## src/rtl/aer_rx_fifo.sv

```systemverilog
`default_nettype none
// ============================================================================
// Module   : aer_rx_fifo
// Purpose  : Receiver for the encoder's AER link. It completes the 4-phase
//            REQ/ACK handshake and stores each event address in a FIFO. The
//            FIFO feeds the SNN core through a valid/ready stream. While the
//            FIFO is full, ACK is withheld so that the encoder stalls.
// Ports    : CLK         clock, rising edge
//            RST         asynchronous reset, active low
//            AERIN_ADDR  event address from the encoder
//            AERIN_REQ   4-phase request from the encoder
//            AERIN_ACK   4-phase acknowledge to the encoder (registered)
//            EVT_ADDR    FIFO head address (0 when empty)
//            EVT_VALID   head entry present
//            EVT_READY   core consumes the head when VALID & READY
//            CLEAR       synchronous flush of FIFO and counter
//            FIFO_LEVEL  entries currently stored
//            EVT_COUNT   events accepted since reset/CLEAR (saturating)
// Options  : AER_SYNC_EN - define it to pass REQ (and ADDR) through a
//            2-flop synchroniser for an encoder on an unrelated clock.
// Revision : 1.0 - initial release
// ============================================================================
module aer_rx_fifo #(
  parameter int IMAGE_SIZE      = 526,
  parameter int IMAGE_SIZE_BITS = $clog2(IMAGE_SIZE),
  parameter int FIFO_DEPTH      = 16,
  parameter int CNT_BITS        = 16
) (
  input  logic                         CLK,
  input  logic                         RST,
  input  logic [IMAGE_SIZE_BITS+1:0]   AERIN_ADDR,
  input  logic                         AERIN_REQ,
  output logic                         AERIN_ACK,
  output logic [IMAGE_SIZE_BITS+1:0]   EVT_ADDR,
  output logic                         EVT_VALID,
  input  logic                         EVT_READY,
  input  logic                         CLEAR,
  output logic [$clog2(FIFO_DEPTH):0]  FIFO_LEVEL,
  output logic [CNT_BITS-1:0]          EVT_COUNT
);

  localparam int c_AW = IMAGE_SIZE_BITS + 2;
  localparam int c_IW = $clog2(FIFO_DEPTH);
  localparam int c_PW = c_IW + 1;

  // --------------------------------------------------------------------------
  // Request conditioning
  // --------------------------------------------------------------------------
  logic            w_req_s;
  logic [c_AW-1:0] w_addr_s;

`ifdef AER_SYNC_EN
  // The address travels through the same number of stages as REQ. The
  // encoder holds ADDR stable while REQ is high, so when the synchronised
  // REQ is first seen high the delayed address is already settled.
  logic            r_req_meta;
  logic            r_req_sync;
  logic [c_AW-1:0] r_addr_meta;
  logic [c_AW-1:0] r_addr_sync;

  always_ff @(posedge CLK or negedge RST) begin
    if (!RST) begin
      r_req_meta  <= 1'b0;
      r_req_sync  <= 1'b0;
      r_addr_meta <= '0;
      r_addr_sync <= '0;
    end else begin
      r_req_meta  <= AERIN_REQ;
      r_req_sync  <= r_req_meta;
      r_addr_meta <= AERIN_ADDR;
      r_addr_sync <= r_addr_meta;
    end
  end

  assign w_req_s  = r_req_sync;
  assign w_addr_s = r_addr_sync;
`else
  assign w_req_s  = AERIN_REQ;
  assign w_addr_s = AERIN_ADDR;
`endif

  // --------------------------------------------------------------------------
  // FIFO pointers and flags
  // --------------------------------------------------------------------------
  logic [c_AW-1:0] r_mem [FIFO_DEPTH];
  logic [c_PW-1:0] r_wr_ptr;
  logic [c_PW-1:0] r_rd_ptr;
  logic [c_PW-1:0] w_rd_nxt;
  logic [c_AW-1:0] r_head;
  logic            r_valid;
  logic            w_valid_nxt;
  logic            w_full;
  logic            w_push;
  logic            w_pop;

  typedef enum logic [0:0] {
    S_IDLE = 1'b0,
    S_ACKD = 1'b1
  } state_t;

  state_t          r_state;
  logic            r_ack;
  logic [CNT_BITS-1:0] r_count;

  assign w_full = (r_wr_ptr[c_PW-1] != r_rd_ptr[c_PW-1]) &&
                  (r_wr_ptr[c_IW-1:0] == r_rd_ptr[c_IW-1:0]);

  // A push is the IDLE->ACKD transition itself; when full it is simply not
  // taken, and the held request is retried on every later IDLE cycle.
  assign w_push   = (r_state == S_IDLE) && w_req_s && !w_full;
  // r_valid implies at least one stored entry, so no separate empty guard.
  assign w_pop    = r_valid && EVT_READY;
  assign w_rd_nxt = r_rd_ptr + {{(c_PW-1){1'b0}}, w_pop};

  // The output view is built from the pre-edge write pointer, so a new
  // entry shows up one cycle after its write edge, while the entry after a
  // popped head is presented straight away (no bubble between entries).
  assign w_valid_nxt = (r_wr_ptr != w_rd_nxt);

  // --------------------------------------------------------------------------
  // Handshake FSM; CLEAR deliberately leaves it alone
  // --------------------------------------------------------------------------
  always_ff @(posedge CLK or negedge RST) begin
    if (!RST) begin
      r_state <= S_IDLE;
      r_ack   <= 1'b0;
    end else begin
      case (r_state)
        S_IDLE: begin
          if (w_push) begin
            r_state <= S_ACKD;
            r_ack   <= 1'b1;
          end
        end
        S_ACKD: begin
          if (!w_req_s) begin
            r_state <= S_IDLE;
            r_ack   <= 1'b0;
          end
        end
        default: begin
          r_state <= S_IDLE;
          r_ack   <= 1'b0;
        end
      endcase
    end
  end

  // --------------------------------------------------------------------------
  // Storage (no reset needed: contents are only read behind valid pointers)
  // --------------------------------------------------------------------------
  always_ff @(posedge CLK) begin
    if (w_push && !CLEAR) begin
      r_mem[r_wr_ptr[c_IW-1:0]] <= w_addr_s;
    end
  end

  always_ff @(posedge CLK or negedge RST) begin
    if (!RST) begin
      r_wr_ptr <= '0;
      r_rd_ptr <= '0;
      r_valid  <= 1'b0;
      r_head   <= '0;
    end else if (CLEAR) begin
      r_wr_ptr <= '0;
      r_rd_ptr <= '0;
      r_valid  <= 1'b0;
      r_head   <= '0;
    end else begin
      r_wr_ptr <= r_wr_ptr + {{(c_PW-1){1'b0}}, w_push};
      r_rd_ptr <= w_rd_nxt;
      r_valid  <= w_valid_nxt;
      r_head   <= w_valid_nxt ? r_mem[w_rd_nxt[c_IW-1:0]] : '0;
    end
  end

  // --------------------------------------------------------------------------
  // Accepted-event counter, saturating
  // --------------------------------------------------------------------------
  always_ff @(posedge CLK or negedge RST) begin
    if (!RST) begin
      r_count <= '0;
    end else if (CLEAR) begin
      r_count <= '0;
    end else if (w_push && (r_count != {CNT_BITS{1'b1}})) begin
      r_count <= r_count + 1'b1;
    end
  end

  assign AERIN_ACK  = r_ack;
  assign EVT_ADDR   = r_head;
  assign EVT_VALID  = r_valid;
  assign FIFO_LEVEL = r_wr_ptr - r_rd_ptr;
  assign EVT_COUNT  = r_count;

endmodule
`default_nettype wire

```

## config.mk

```make
export PLATFORM = sky130hd
export DESIGN_NAME = aer_rx_fifo
export DESIGN_NICKNAME = d
export VERILOG_FILES = /design/src/rtl/aer_rx_fifo.sv
export SDC_FILE = /design/constraint.sdc
export NUM_CORES = 1
export LEC_CHECK = 0
export CAP_MARGIN = 15
export CORE_ASPECT_RATIO = 0.7
export CORE_MARGIN = 2
export CORE_UTILIZATION = 37
export CTS_CLUSTER_DIAMETER = 120
export DETAILED_ROUTE_END_ITERATION = 10
export HOLD_SLACK_MARGIN = 0.06
export SYNTH_ARGS = -nofsm -noshare
export SYNTH_HDL_FRONTEND = slang
export SYNTH_SLANG_ARGS = --single-unit
```

## constraint.sdc

```tcl
create_clock -name CLK -period 3.35 [get_ports CLK]
set_input_delay 0.5025 -clock CLK [delete_from_list [all_inputs] [get_ports CLK]]
set_output_delay 0.5025 -clock CLK [all_outputs]
set_load 0.02 [all_outputs]
```

==> run summary, run 1 <==
The first global-routing pass estimated 33400 um of wire. Static timing analysis puts the maximum clock frequency at 323 MHz. The number of buffers inserted by post-CTS setup repair is 0. The tools report the total I/O pin count as 52.

Broken down by cell family, the worst path's largest delay share belongs to buffers and inverters. The remaining max-slew budget at the tightest pin is 45.2%. At the pin with the least slew margin, the transition time is 0.816 ns.

Most numerous cell on the critical path: inv_1. TritonCTS built the clock tree. The layout overhead on the synthesized area is 20.6%, and the count of distinct cell types in the synthesized netlist is 47. The worst setup path is launched from a flop. The worst-path maximum fanout was 5; the antenna violation net count after detailed routing was 0. The number of antenna violations at the first check in global routing was 1. The first detailed-routing pass ran for 5 iterations.

Counting both buffers and inverters, the worst setup path holds a total of 3. Across all layers, the routed design uses 5279 vias. At the worst endpoint, the required time is 2.85 ns. Setup repair after global routing left no endpoint under its margin. The adder and majority gate portion of the synthesized area was 1.40%. From bottom edge to top edge, the die measures 138 um. The share of post-route cells with drive strength above 1 is 22.1%. Once the floorplan was initialized, standard cells occupied 37.3% of the core.

VDD sags by at most 450 uV. The share of the Yosys chip area taken by registers is 71.5%. The die covers 27000 um2. Yosys instantiated no cell more often than edfxtp_1. Clock skew on the completed layout was measured at 0.0108 ns. The critical path goes through inv_1 > ha_1 > inv_1 > fa_1 > a21o_1 > a21oi_1 > xor2_1 > dlygate4sd2_1. The clock drives 233 sinks.

Worst hold path class: input port to asynchronous set/reset pin. In this run, synthesis inferred 192 flip-flops with an integrated enable. The largest buffer count on any clock path was 3. The tools report the capturing element type of the critical path as an output port. The tools report the internal power as 5.08 mW.

By count the netlist is led by edfxtp_1, mux4_2, dfrtp_1. The combinational fraction of design power came out at 8.4%. The net switching share of the total power came out at 21.2%. The post-synthesis mux area share is 12.1%. By area, the combinational part of the netlist is dominated by multiplexers.

The cell row count was 49; the average instance area after synthesis was 17.8 um2. The routed design could run at a clock period as short as 3.10 ns. The mean routed wirelength per cell came out at 22.8 um.

The tools report the relative contribution of the clock network to total power as 42.1%. The logs give 560 for the synthesized netlist net count and 1 for the number of H-tree levels. Entering global routing, the biggest net connects 42 pins. For the total overflow reported by the global router, the log shows 0.

The number of placed instances, taps included, is 925. The final net count is 648, and the xor and xnor fraction of the mapped netlist area is 1.70%. The number of max-slew violations in the final report was 0; the final standard cell count with taps included and fillers excluded was 971. In this run the power density over the cells is 563 nW/um2.

The via density per instance works out to 5.44. Summed over its instances, the top area cell type makes up 60.7% of the synthesized netlist area. The count of state elements after synthesis is 233, and the starting DRC count in detailed routing is 611. The leakage power came out at 3.87 nW.

The flow ran to the end, and the final reports show no timing, DRC or antenna violations. Global routing consumed, over all layers together, 16.6% of the routing resources. The dominant cell type by area after synthesis is edfxtp_1. For the arrival time at the worst endpoint, the log shows 2.60 ns. By area the synthesized netlist is led by edfxtp_1, mux4_2, dfrtp_1. For the number of max-capacitance violations reported, the log shows 0.

Category of the critical setup timing path: flop to output port. For the final routed database, the setup TNS stands at 0 ns. The die is 196 um wide. Clock-pin slew was measured on the worst setup and hold paths at 0.07 ns. The CTS root buffer is clkbuf_16. The core box area was 25400 um2; the worst stage delay on the critical path was 0.44 ns. The most common flop cell mapped by yosys was edfxtp_1. Last weighted congestion value of the routability-driven placer: 0.763. The final cell utilization of the core was 45.0%.

The final cycle utilization of the critical path came out at 92.5%. The wire-length estimate of the detail-placed layout is 13600 um. For this design the total switching power over the nets is 1.37 mW. The run gives 5327 as the via count of the first global-routing pass. The share of synthesized cell area in and, or, nand and nor gates was 6.94%; the count of buffers inserted at the top-level ports was 51.

For the final hold violation count, the log shows 0. Clock tree synthesis inserted a total of 23 buffers. Counting every instance in the synthesized netlist gives 533. The logs give 22100 um for the total routed wirelength and 0 for the count of unresolved DRC violations after routing. The final-report setup violation count was 0. The tools report the total number of yosys warnings as 0.

For this design, the slowest cell found on the critical path is dfrtp_1. The async set-or-reset flop fraction in the synthesized netlist came out at 17.6%. Summing the areas of all compound-gate instances in the mapped netlist gives 4.39% of the synthesized area. Summing every instance area after synthesis gives 9500 um2. The clock reaches the later pin of the worst-skew pair after 0.51 ns. Of the total power, registers draw 49.5%.
-- worst paths after layout --
check / to / from / cells after the start / slack (ns)
min: EVT_ADDR[10]$_DFF_PN0_ / RST / 2 / 0.36
max: FIFO_LEVEL[4] / r_wr_ptr[0]$_DFF_PN0_ / 8 / 0.25
min in group CLK: AERIN_ACK$_DFFE_PN0P_ / r_state$_DFF_PN0_ / 1 / 0.48
max reg2reg: r_mem[3][4]$_DFFE_PP_ / r_wr_ptr[2]$_DFF_PN0_ / 8 / 0.55
min reg2reg: AERIN_ACK$_DFFE_PN0P_ / r_state$_DFF_PN0_ / 1 / 0.48
max in group asynchronous: EVT_ADDR[4]$_DFF_PN0_ / RST / 3 / 2.51
-- sequential cells by signal, summed over array words and instances, names as in the netlist --
| name | cells |
|---|---|
| AERIN_ACK | 1 |
| EVT_ADDR | 12 |
| EVT_COUNT | 16 |
| EVT_VALID | 1 |
| r_mem | 192 |
| r_rd_ptr | 5 |
| r_state | 1 |
| r_wr_ptr | 5 |
-- power groups by stage --
stage | Clock (mW) | Sequential, mW | Combinational (mW)
6_report | 2.72 | 3.19 | 0.542
2_1_floorplan | 0 | 3.27 | 0.320
5_1_grt | 2.90 | 3.19 | 0.588
4_1_cts | 2.78 | 3.19 | 0.551
3_5_place_dp | 0 | 3.25 | 0.551
3_3_place_gp | 0 | 3.25 | 0.541
-- placed cells by master, fill, tap and decap left out, drive strengths merged, types with 4 or more instances in the layout --
cell | synthesis | routed
edfxtp | 192 | 192
clkdlybuf4s50 | 0 | 49
mux4 | 48 | 48
dfrtp | 41 | 41
buf | 18 | 39
nand2 | 33 | 33
clkbuf | 9 | 29
nor2 | 26 | 26
and2 | 13 | 13
a21oi | 12 | 12
a211oi | 12 | 12
a311oi | 12 | 12
inv | 11 | 12
nor2b | 9 | 9
or4 | 9 | 9
ha | 9 | 9
nand3 | 8 | 8
xnor2 | 8 | 8
clkinv | 0 | 8
xor2 | 7 | 7
nand4 | 7 | 7
o31ai | 7 | 7
nor3 | 7 | 7
mux2 | 6 | 6
bufinv | 0 | 4
nor4 | 4 | 4
-- logic make-up after synthesis --
| kind of cell | after synthesis |
|---|---|
| adders and majority gates | 10 |
| xor gates and xnor gates | 16 |
| and+or+nand+nor | 127 |
| AOI/OAI and AO/OA | 55 |
| muxes | 54 |
| DFF | 233 |
| buffers and inverters | 38 |
-- stage by stage --
step	worst slack [ns]	cell area (um2)	total power [mW]	hold slack [ns]
after CTS	0.212	11400	6.52	0.238
after global routing	0.101	11500	6.68	0.388
final	0.251	11500	6.45	0.357
after detailed placement	0.357	10600	3.80	0.473
after floorplan	0.397	9500	3.59	0.207
after global placement	0.438	10600	3.79	0.466
-- layer usage --
layer / vias to the layer above / routed length, um / track usage (%) / share of wire [%]
li1: 2304 / - / - / -
met1: 2791 / 10700 / 25.5 / 48
met2: 156 / 9630 / 24.7 / 44
met3: 28 / 1510 / 3.32 / 6.8
met4: 0 / 336 / 3.46 / 1.5
met5: - / 0 / 0 / 0
-- final cells by class --
class | count | area [um2]
multi-input combinational | 262 | 2560
sequential | 233 | 6790
fill | 2172 | 14000
clock buffer | 29 | 628
antenna | 2 | 5.00
inverter | 11 | 41.3
timing repair buffer | 90 | 837
tap | 331 | 414
clock inverter | 13 | 180
-- repair_timing --
item	in CTS	in global routing
endpoints found under the setup margin	1	0
endpoints found under the hold margin	0	4
hold buffers	0	1
gates resized for setup	1	0
Note: power is estimated with default switching activity, not from simulation.
==> inputs of run 2 (changes only) <==
Settings changed: GPL_TIMING_DRIVEN from default to 0.
==> run 2 against run 1 <==
  * Non-clock buffer count grew 5
  * Global-route usage barely moved
  * Register-to-register slack got worse by 0.33 ns
  * Sequential power is essentially flat
  * Clock power shrank 2%
  * Power down 0.70%
  * Count of clock-buffer cells in the layout is 4 lower
  * Clock skew fell by 0.0021 ns
  * Die area stayed put
  * Critical path type is now input port to flop
  * Critical endpoint is now EVT_ADDR[4]$_DFF_PN0_
==> run summary, run 2 (synthesized netlist as in run 1, its figures left out) <==
For the final-report setup violation count, the log shows 0 (unchanged). The maximum resistive drop on vdd is 353 uV (-22%), and the total track usage is 16.6% (-0.040 points). For the total routed wirelength, the log shows 21900 um (-0.97%). The number of logic stages on the critical path including buffering is 10 (+2), and the post-route total power is 6.41 mW (-0.70%). Setup repair after global routing left no endpoint under its margin. The share of post-route cells with drive strength above 1 came out at 20.3% (-1.8 points).

The top cell types in the final layout, fill and taps aside, are edfxtp_1, clkdlybuf4s50_1, mux4_2. The via count of the first global-routing pass came out at 5507 (+3.4%). STA classifies the critical path startpoint as an input port. For the core box area, the log shows 25400 um2 (unchanged).

The tools report the number of buffers created by CTS as 22 (-4.3%). The final cell utilization of the core is 44.8% (-0.21 points), and the largest buffer count on any clock path is 3 (unchanged). The run gives 0 (unchanged) as the antenna violation net count after detailed routing. The leading cell type in the layout, fill and taps excluded was edfxtp_1. The horizontal die dimension came out at 196 um (unchanged). The arrival time at the worst endpoint is 3.47 ns (+0.87 ns), and the setup slack after placement is -0.375 ns (-0.732 ns). The critical path goes through clkdlybuf4s50_1 > and2_1 > ha_1 > ha_1 > buf_2 > buf_4 > clkbuf_2 > mux4_2 > nand2_1 > a311oi_1.

Among all stages on the critical path, the largest delay is contributed by a311oi_1. Total of fill cells in the finished design: 2199 (+1.2%). Counting stages on the worst path, the most repeated cell is ha_1.

The number of H-tree levels was 1 (unchanged); the data required time at the worst endpoint was 3.67 ns (+0.82 ns). The sequential standard cell area was 6790 um2 (unchanged); the insertion delay to the later sink of the worst-skew pair was 0.50 ns (about the same). The last weighted congestion value of the routability-driven placer is 0.758 (-0.69%). The layout overhead on the synthesized area is 20.1%.

The buffering stage count on the worst path with inverters included is 4 (+1), and the total overflow reported by the global router is 0 (unchanged). Effective utilization at floorplan: 37.3% (unchanged). The run gives 0 (unchanged) as the final hold violation count. The number of max-slew violations in the final report is 0 (unchanged). The cell sitting at the root of the clock tree is a clkbuf_16. The run gives 233 (unchanged) as the count of clock tree sinks.

STA classifies the critical path endpoint as a flop. The cell family contributing the most delay on the critical path was buffers and inverters. The tools report the final critical-path setup slack as 0.194 ns (-0.0570 ns). For the number of diodes added for antenna fixing, the log shows 0 (-2). The number of max-capacitance violations reported was 0 (unchanged). The run finished with clean final reports.

The power density relative to cell area is 562 nW/um2 (-0.23%), and the worst stage delay on the critical path is 0.70 ns (+0.26 ns). For the final sum of negative setup slack, the log shows 0 ns (unchanged). The worst-path maximum fanout is 19 (+14), and the cell row count is 49 (unchanged).

The tools report the total I/O pin count as 52 (unchanged). The minimum clock period works out to 3.16 ns (+0.0570 ns). For the leakage power, the log shows 3.84 nW (-0.56%). The flip-flop count of the largest register, all copies and words added is 192 (unchanged). Final net count: 652 (+0.62%).

The path class of the tightest hold or removal check is input port to asynchronous set/reset pin. The clock slew at the register clock pins of the worst setup and hold paths was 0.06 ns (about the same); the maximum number of pins on one net before global-route repair was 36 (-14%). Category of the critical setup timing path: input port to flop. The final cycle utilization of the critical path came out at 94.2% (+1.7 points).

The total area of multi-input combinational cells is 2540 um2 (-0.88%), and the die height is 138 um (unchanged). The logs give 33800 um (+1.1%) for the first-pass GRT wire length and 0 (unchanged) for the number of buffers inserted by post-CTS setup repair. Detailed-route via count: 5255 (-0.45%). The number of iterations in the first detailed-routing pass is 5 (unchanged), and the via density per instance is 5.41 (-0.45%).

The tools report the area enclosed by the die boundary as 27000 um2 (unchanged). The count of unresolved DRC violations after routing came out at 0 (unchanged). The count of buffers inserted at the top-level ports works out to 51 (unchanged).

For the HPWL after detailed placement, the log shows 15500 um (+14%). The length in cells of the worst reg-to-reg path came out at 9 (+1). TritonCTS built the clock tree.

The run gives 317 MHz (-1.8%) as the maximum frequency from static timing analysis. The mean routed wirelength per cell came out at 22.6 um (-0.97%). The transition time at the pin with the least slew margin was 0.849 ns (+0.0333 ns). Starting DRC count in detailed routing: 452 (-26%). The remaining max-slew budget at the tightest pin was 43.0% (-2.2 points); the worst clock skew on the final layout was 0.00870 ns (-0.00210 ns). The number of antenna violations at the first check in global routing is 1 (unchanged).
==> run 2: cell types whose count changed in the layout (fill, tap and decap cells not counted), moves of 3 or more <==
cell      previous run  this run
buf_4               35         8
buf_6                0        15
buf_2                1        11
clkbuf_1             3         9
clkbuf_8             3         0
clkinv_1             3         6
==> run 2: path summary, 6_finish.rpt <==
kind,start,slack [ns],to
setup / recovery,EVT_READY,0.19,EVT_ADDR[4]$_DFF_PN0_
hold / removal,RST,0.39,EVT_ADDR[5]$_DFF_PN0_
setup reg to reg,EVT_VALID$_DFF_PN0_,0.22,EVT_ADDR[4]$_DFF_PN0_
hold reg to reg,r_state$_DFF_PN0_,0.48,AERIN_ACK$_DFFE_PN0P_
max in group asynchronous,RST,2.48,EVT_VALID$_DFF_PN0_
min in group CLK,r_state$_DFF_PN0_,0.48,AERIN_ACK$_DFFE_PN0P_
==> run 2: through the flow <==
| step | hold WS [ns] | cell area, um2 | std cells |
|---|---|---|---|
| after floorplan | 0.207 | 9500 | 533 |
| after global placement | 0.467 | 10400 | 915 |
| after detailed placement | 0.377 | 10600 | 932 |
| after CTS | 0.388 | 11400 | 972 |
| after global routing | 0.420 | 11400 | 971 |
| final | 0.387 | 11400 | 971 |
==> run 2: report_power, final <==
| part | total (mW) | internal (mW) | switching [mW] |
|---|---|---|---|
| registers | 3.19 | 3.17 | 0.0164 |
| logic | 0.553 | 0.264 | 0.289 |
| clock network | 2.67 | 1.63 | 1.04 |
==> run 2: area by class of cell <==
cell class / count / area share (%)
Multi-Input combinational cell: 262 / 22.3
Clock inverter: 14 / 1.65
Buffer: 26 / 1.27
Sequential cell: 233 / 59.6
Inverter: 11 / 0.362
Clock buffer: 25 / 5.11
Timing Repair Buffer: 69 / 6.17
Tap cell: 331 / 3.63
==> run 2: repair_timing <==
action,in CTS,in global routing
endpoints found under the hold margin,6,0
resized for setup,1,2
hold buffers,1,0
setup endpoints to repair,1,1
pin swaps,0,0
==> run 2: routing by layer <==
metal	global-route usage (%)	vias to the layer above	wire length, um
li1	-	2311	-
met1	25.8	2742	10400
met2	25.2	177	9830
met3	2.54	25	1370
met4	2.93	0	324
met5	0	-	0
==> inputs of run 3 (changes only) <==
Settings changed: CORE_UTILIZATION 37 to 59, PLACE_DENSITY from default to 0.79.
Clock period 3.35 ns to 3.2 ns, I/O delays scaled along.
==> run 3 against run 2 <==
  * First-iteration DRC count rose by 25%
  * Non-clock buffer count is 1 lower
  * Hold slack worse by 0.034 ns
  * Clock skew grew 0.0038 ns
  * Global-route usage is 8.6 points higher
  * Flip-flop and latch count stayed put
  * Register-to-register slack worse by 0.08 ns
  * Clock power hardly changed
  * Die area is 36% lower
  * Count of clock-buffer cells in the layout rose by 9
  * Routed wire length fell by 6.7%
==> run summary, run 3 (synthesized netlist as in run 1, its figures left out) <==
The run finished with clean final reports. The horizontal die dimension works out to 156 um (-20%). The sequential standard cell area was 6790 um2 (unchanged). The tools report the CTS root buffer as clkbuf_16. The tools report the total I/O pin count as 52 (unchanged). The mean routed wirelength per cell works out to 24.3 um (+7.6%).

The layout overhead on the synthesized area is 18.0%, and the via count of the first global-routing pass is 5471 (-0.65%). Setup slack of the most critical reg-to-reg path: 0.14 ns (-0.08 ns). Capture instance of the worst register-to-register path: EVT_ADDR[10]$_DFF_PN0_. The tools report the total of fill cells in the finished design as 946 (-57%). For this design, the slowest cell found on the critical path is clkbuf_1. The HPWL after detailed placement came out at 13600 um (-12%).

The count of clock tree sinks is 233 (unchanged). Total overflow reported by the global router: 0 (unchanged). The total area of multi-input combinational cells was 2540 um2 (+0.20%). The largest buffer count on any clock path came out at 3 (unchanged). Last weighted congestion value of the routability-driven placer: 0.862 (+14%).

The run gives 405 uV (+15%) as the maximum resistive drop on vdd. The tools report the number of max-slew violations in the final report as 0 (unchanged). TritonCTS built the clock tree. The core box area came out at 15600 um2 (-39%). The run gives 25.2% (+8.6 points) as the total track usage. The count of unresolved DRC violations after routing is 0 (unchanged). Antenna violation net count after detailed routing: 0 (unchanged).

The number of max-capacitance violations reported is 0 (unchanged), and the area enclosed by the die boundary is 17100 um2 (-36%). Counting stages on the worst path, the most repeated cell is ha_1. The final cell utilization of the core was 71.6% (+27 points).

The via density per instance is 6.42 (+19%), and the detailed-route via count is 5408 (+2.9%). The tools report the data required time at the worst endpoint as 3.54 ns (-0.13 ns). The net switching share of the total power is 21.2% (+0.16 points), and the internal power is 5.20 mW (+2.8%). In this design, the largest share of critical-path delay is due to buffers and inverters. Count of buffers inserted at the top-level ports: 51 (unchanged).

The worst path uses 95.8% of the clock period. The power density relative to cell area is 589 nW/um2 (+4.8%), and the number of H-tree levels is 1 (unchanged). The die height works out to 110 um (-20%).

The final-report setup violation count came out at 0 (unchanged). Setup repair after global routing left no endpoint under its margin. For the maximum number of pins on one net before global-route repair, the log shows 37 (+2.8%). For the number of buffers inserted by post-CTS setup repair, the log shows 0 (unchanged). The worst stage delay on the critical path is 0.56 ns (-0.14 ns). The tools report the minimum hold slack as 0.353 ns (-0.0340 ns). The tools report the leakage power as 3.82 nW (-0.57%). The worst setup path is captured at a flop. The final net count was 652 (unchanged); the effective utilization at floorplan was 60.7% (+23 points). The share of post-route cells with drive strength above 1 came out at 20.7% (+0.40 points). The final critical-path setup slack came out at 0.136 ns (-0.0579 ns).

The length in cells of the worst reg-to-reg path works out to 9 (unchanged). The starting DRC count in detailed routing was 563 (+25%); the total routed wirelength was 20500 um (-6.7%). The buffering stage count on the worst path with inverters included is 3 (-1), and the worst clock skew on the final layout is 0.0125 ns (+0.00376 ns).

Number of buffers created by CTS: 23 (+4.5%). The worst-path maximum fanout works out to 10 (-9). The minimum clock period was 3.06 ns. The worst setup path is of the flop to flop kind. The insertion delay to the later sink of the worst-skew pair came out at 0.51 ns (about the same). Based on the critical path, the design can be clocked at up to 326 MHz. Worst hold path class: input port to asynchronous set/reset pin.

The switching component of the power came out at 1.40 mW (+3.8%). The first-pass GRT wire length was 31900 um (-5.5%). For the number of antenna violations at the first check in global routing, the log shows 0 (-1).

Leading cell type in the layout, fill and taps excluded: edfxtp_1. Number of iterations in the first detailed-routing pass: 5 (unchanged). The run gives 0 (unchanged) as the number of diodes added for antenna fixing.

The type of element launching the critical path was a flop. The tools report the setup slack after placement as -0.301 ns (+0.0737 ns). The transition time at the pin with the least slew margin is 0.777 ns (-0.0724 ns), and the arrival time at the worst endpoint is 3.40 ns (-0.07 ns). The worst flop-to-flop path startpoint was EVT_VALID$_DFF_PN0_. The cell row count is 38 (-22%). The relative contribution of the clock network to total power is 40.8% (-0.8 points). Leaving out fill and tap cells, the most frequent cells in the layout are edfxtp_1, clkdlybuf4s50_1, mux4_2. The run gives 50.6% (+0.9 points) as the part of the total power dissipated in sequential elements. The final hold violation count is 0 (unchanged). The post-route total power is 6.60 mW (+3.0%), and the clock slew at the register clock pins of the worst setup and hold paths is 0.06 ns (about the same). The flip-flop count of the largest register, all copies and words added is 192 (unchanged), and the remaining max-slew budget at the tightest pin is 48.2% (+5.2 points). Walking the worst path, the cells encountered are and2_1 > ha_1 > ha_1 > buf_2 > buf_4 > clkbuf_1 > mux4_2 > nand2_1 > a311oi_1. The combinational fraction of design power was 8.7% (about the same).
[run 3: cell types whose count changed in the layout (fill, tap and decap cells not counted), moves of 3 or more]
cell	before	now
bufinv_16	5	2
clkbuf_8	0	5
clkinv_1	6	1
buf_4	8	11
buf_6	15	10
clkbuf_1	9	15
[run 3: stage by stage]
| step | cell area, um2 | TNS (ns) | std cells |
|---|---|---|---|
| after detailed placement | 10400 | -12.35 | 793 |
| final | 11200 | 0 | 842 |
| after floorplan | 9500 | 0 | 533 |
| after global routing | 11200 | 0 | 842 |
| after global placement | 10300 | -29.29 | 784 |
| after CTS | 11200 | -10.84 | 836 |
[run 3: how the worst max path moves through the flow]
stage	startpoint	end	cells past startpoint
after floorplan	r_rd_ptr[2]$_DFF_PN0_	r_mem[0][0]$_DFFE_PP_	6
after global placement	AERIN_REQ	r_mem[3][8]$_DFFE_PP_	7
after detailed placement	EVT_READY	EVT_ADDR[10]$_DFF_PN0_	10
after CTS	r_wr_ptr[1]$_DFF_PN0_	r_mem[15][0]$_DFFE_PP_	7
after global routing	EVT_VALID$_DFF_PN0_	EVT_ADDR[10]$_DFF_PN0_	9
final	EVT_VALID$_DFF_PN0_	EVT_ADDR[10]$_DFF_PN0_	9
[run 3: what timing repair did]
action	4_1_cts	5_1_grt
endpoints found under the hold margin	5	0
resized for setup	3	0
setup endpoints to repair	97	0
hold buffers	1	0
[run 3: power groups by stage]
| stage | clock (mW) | combinational, mW | sequential, mW |
|---|---|---|---|
| finish | 2.69 | 0.574 | 3.34 |
| global placement | 0 | 0.554 | 3.40 |
| detailed placement | 0 | 0.573 | 3.40 |
| CTS | 2.72 | 0.580 | 3.34 |
| global route | 2.85 | 0.618 | 3.34 |
| floorplan | 0 | 0.335 | 3.42 |
[run 3: layer usage]
metal	share of wire, %	track usage, %	wire length [um]
met5	0	0	0
met4	2.0	6.29	410
met3	7.9	3.91	1610
met2	48	40.3	9760
met1	42	37.5	8690
[run 3: cell type report]
class,instances,area share (%)
Buffer,27,1.32
Clock buffer,34,5.95
Clock inverter,8,0.849
Inverter,11,0.368
Multi-Input combinational cell,262,22.7
Sequential cell,233,60.6
Tap cell,200,2.23
Timing Repair Buffer,67,5.97
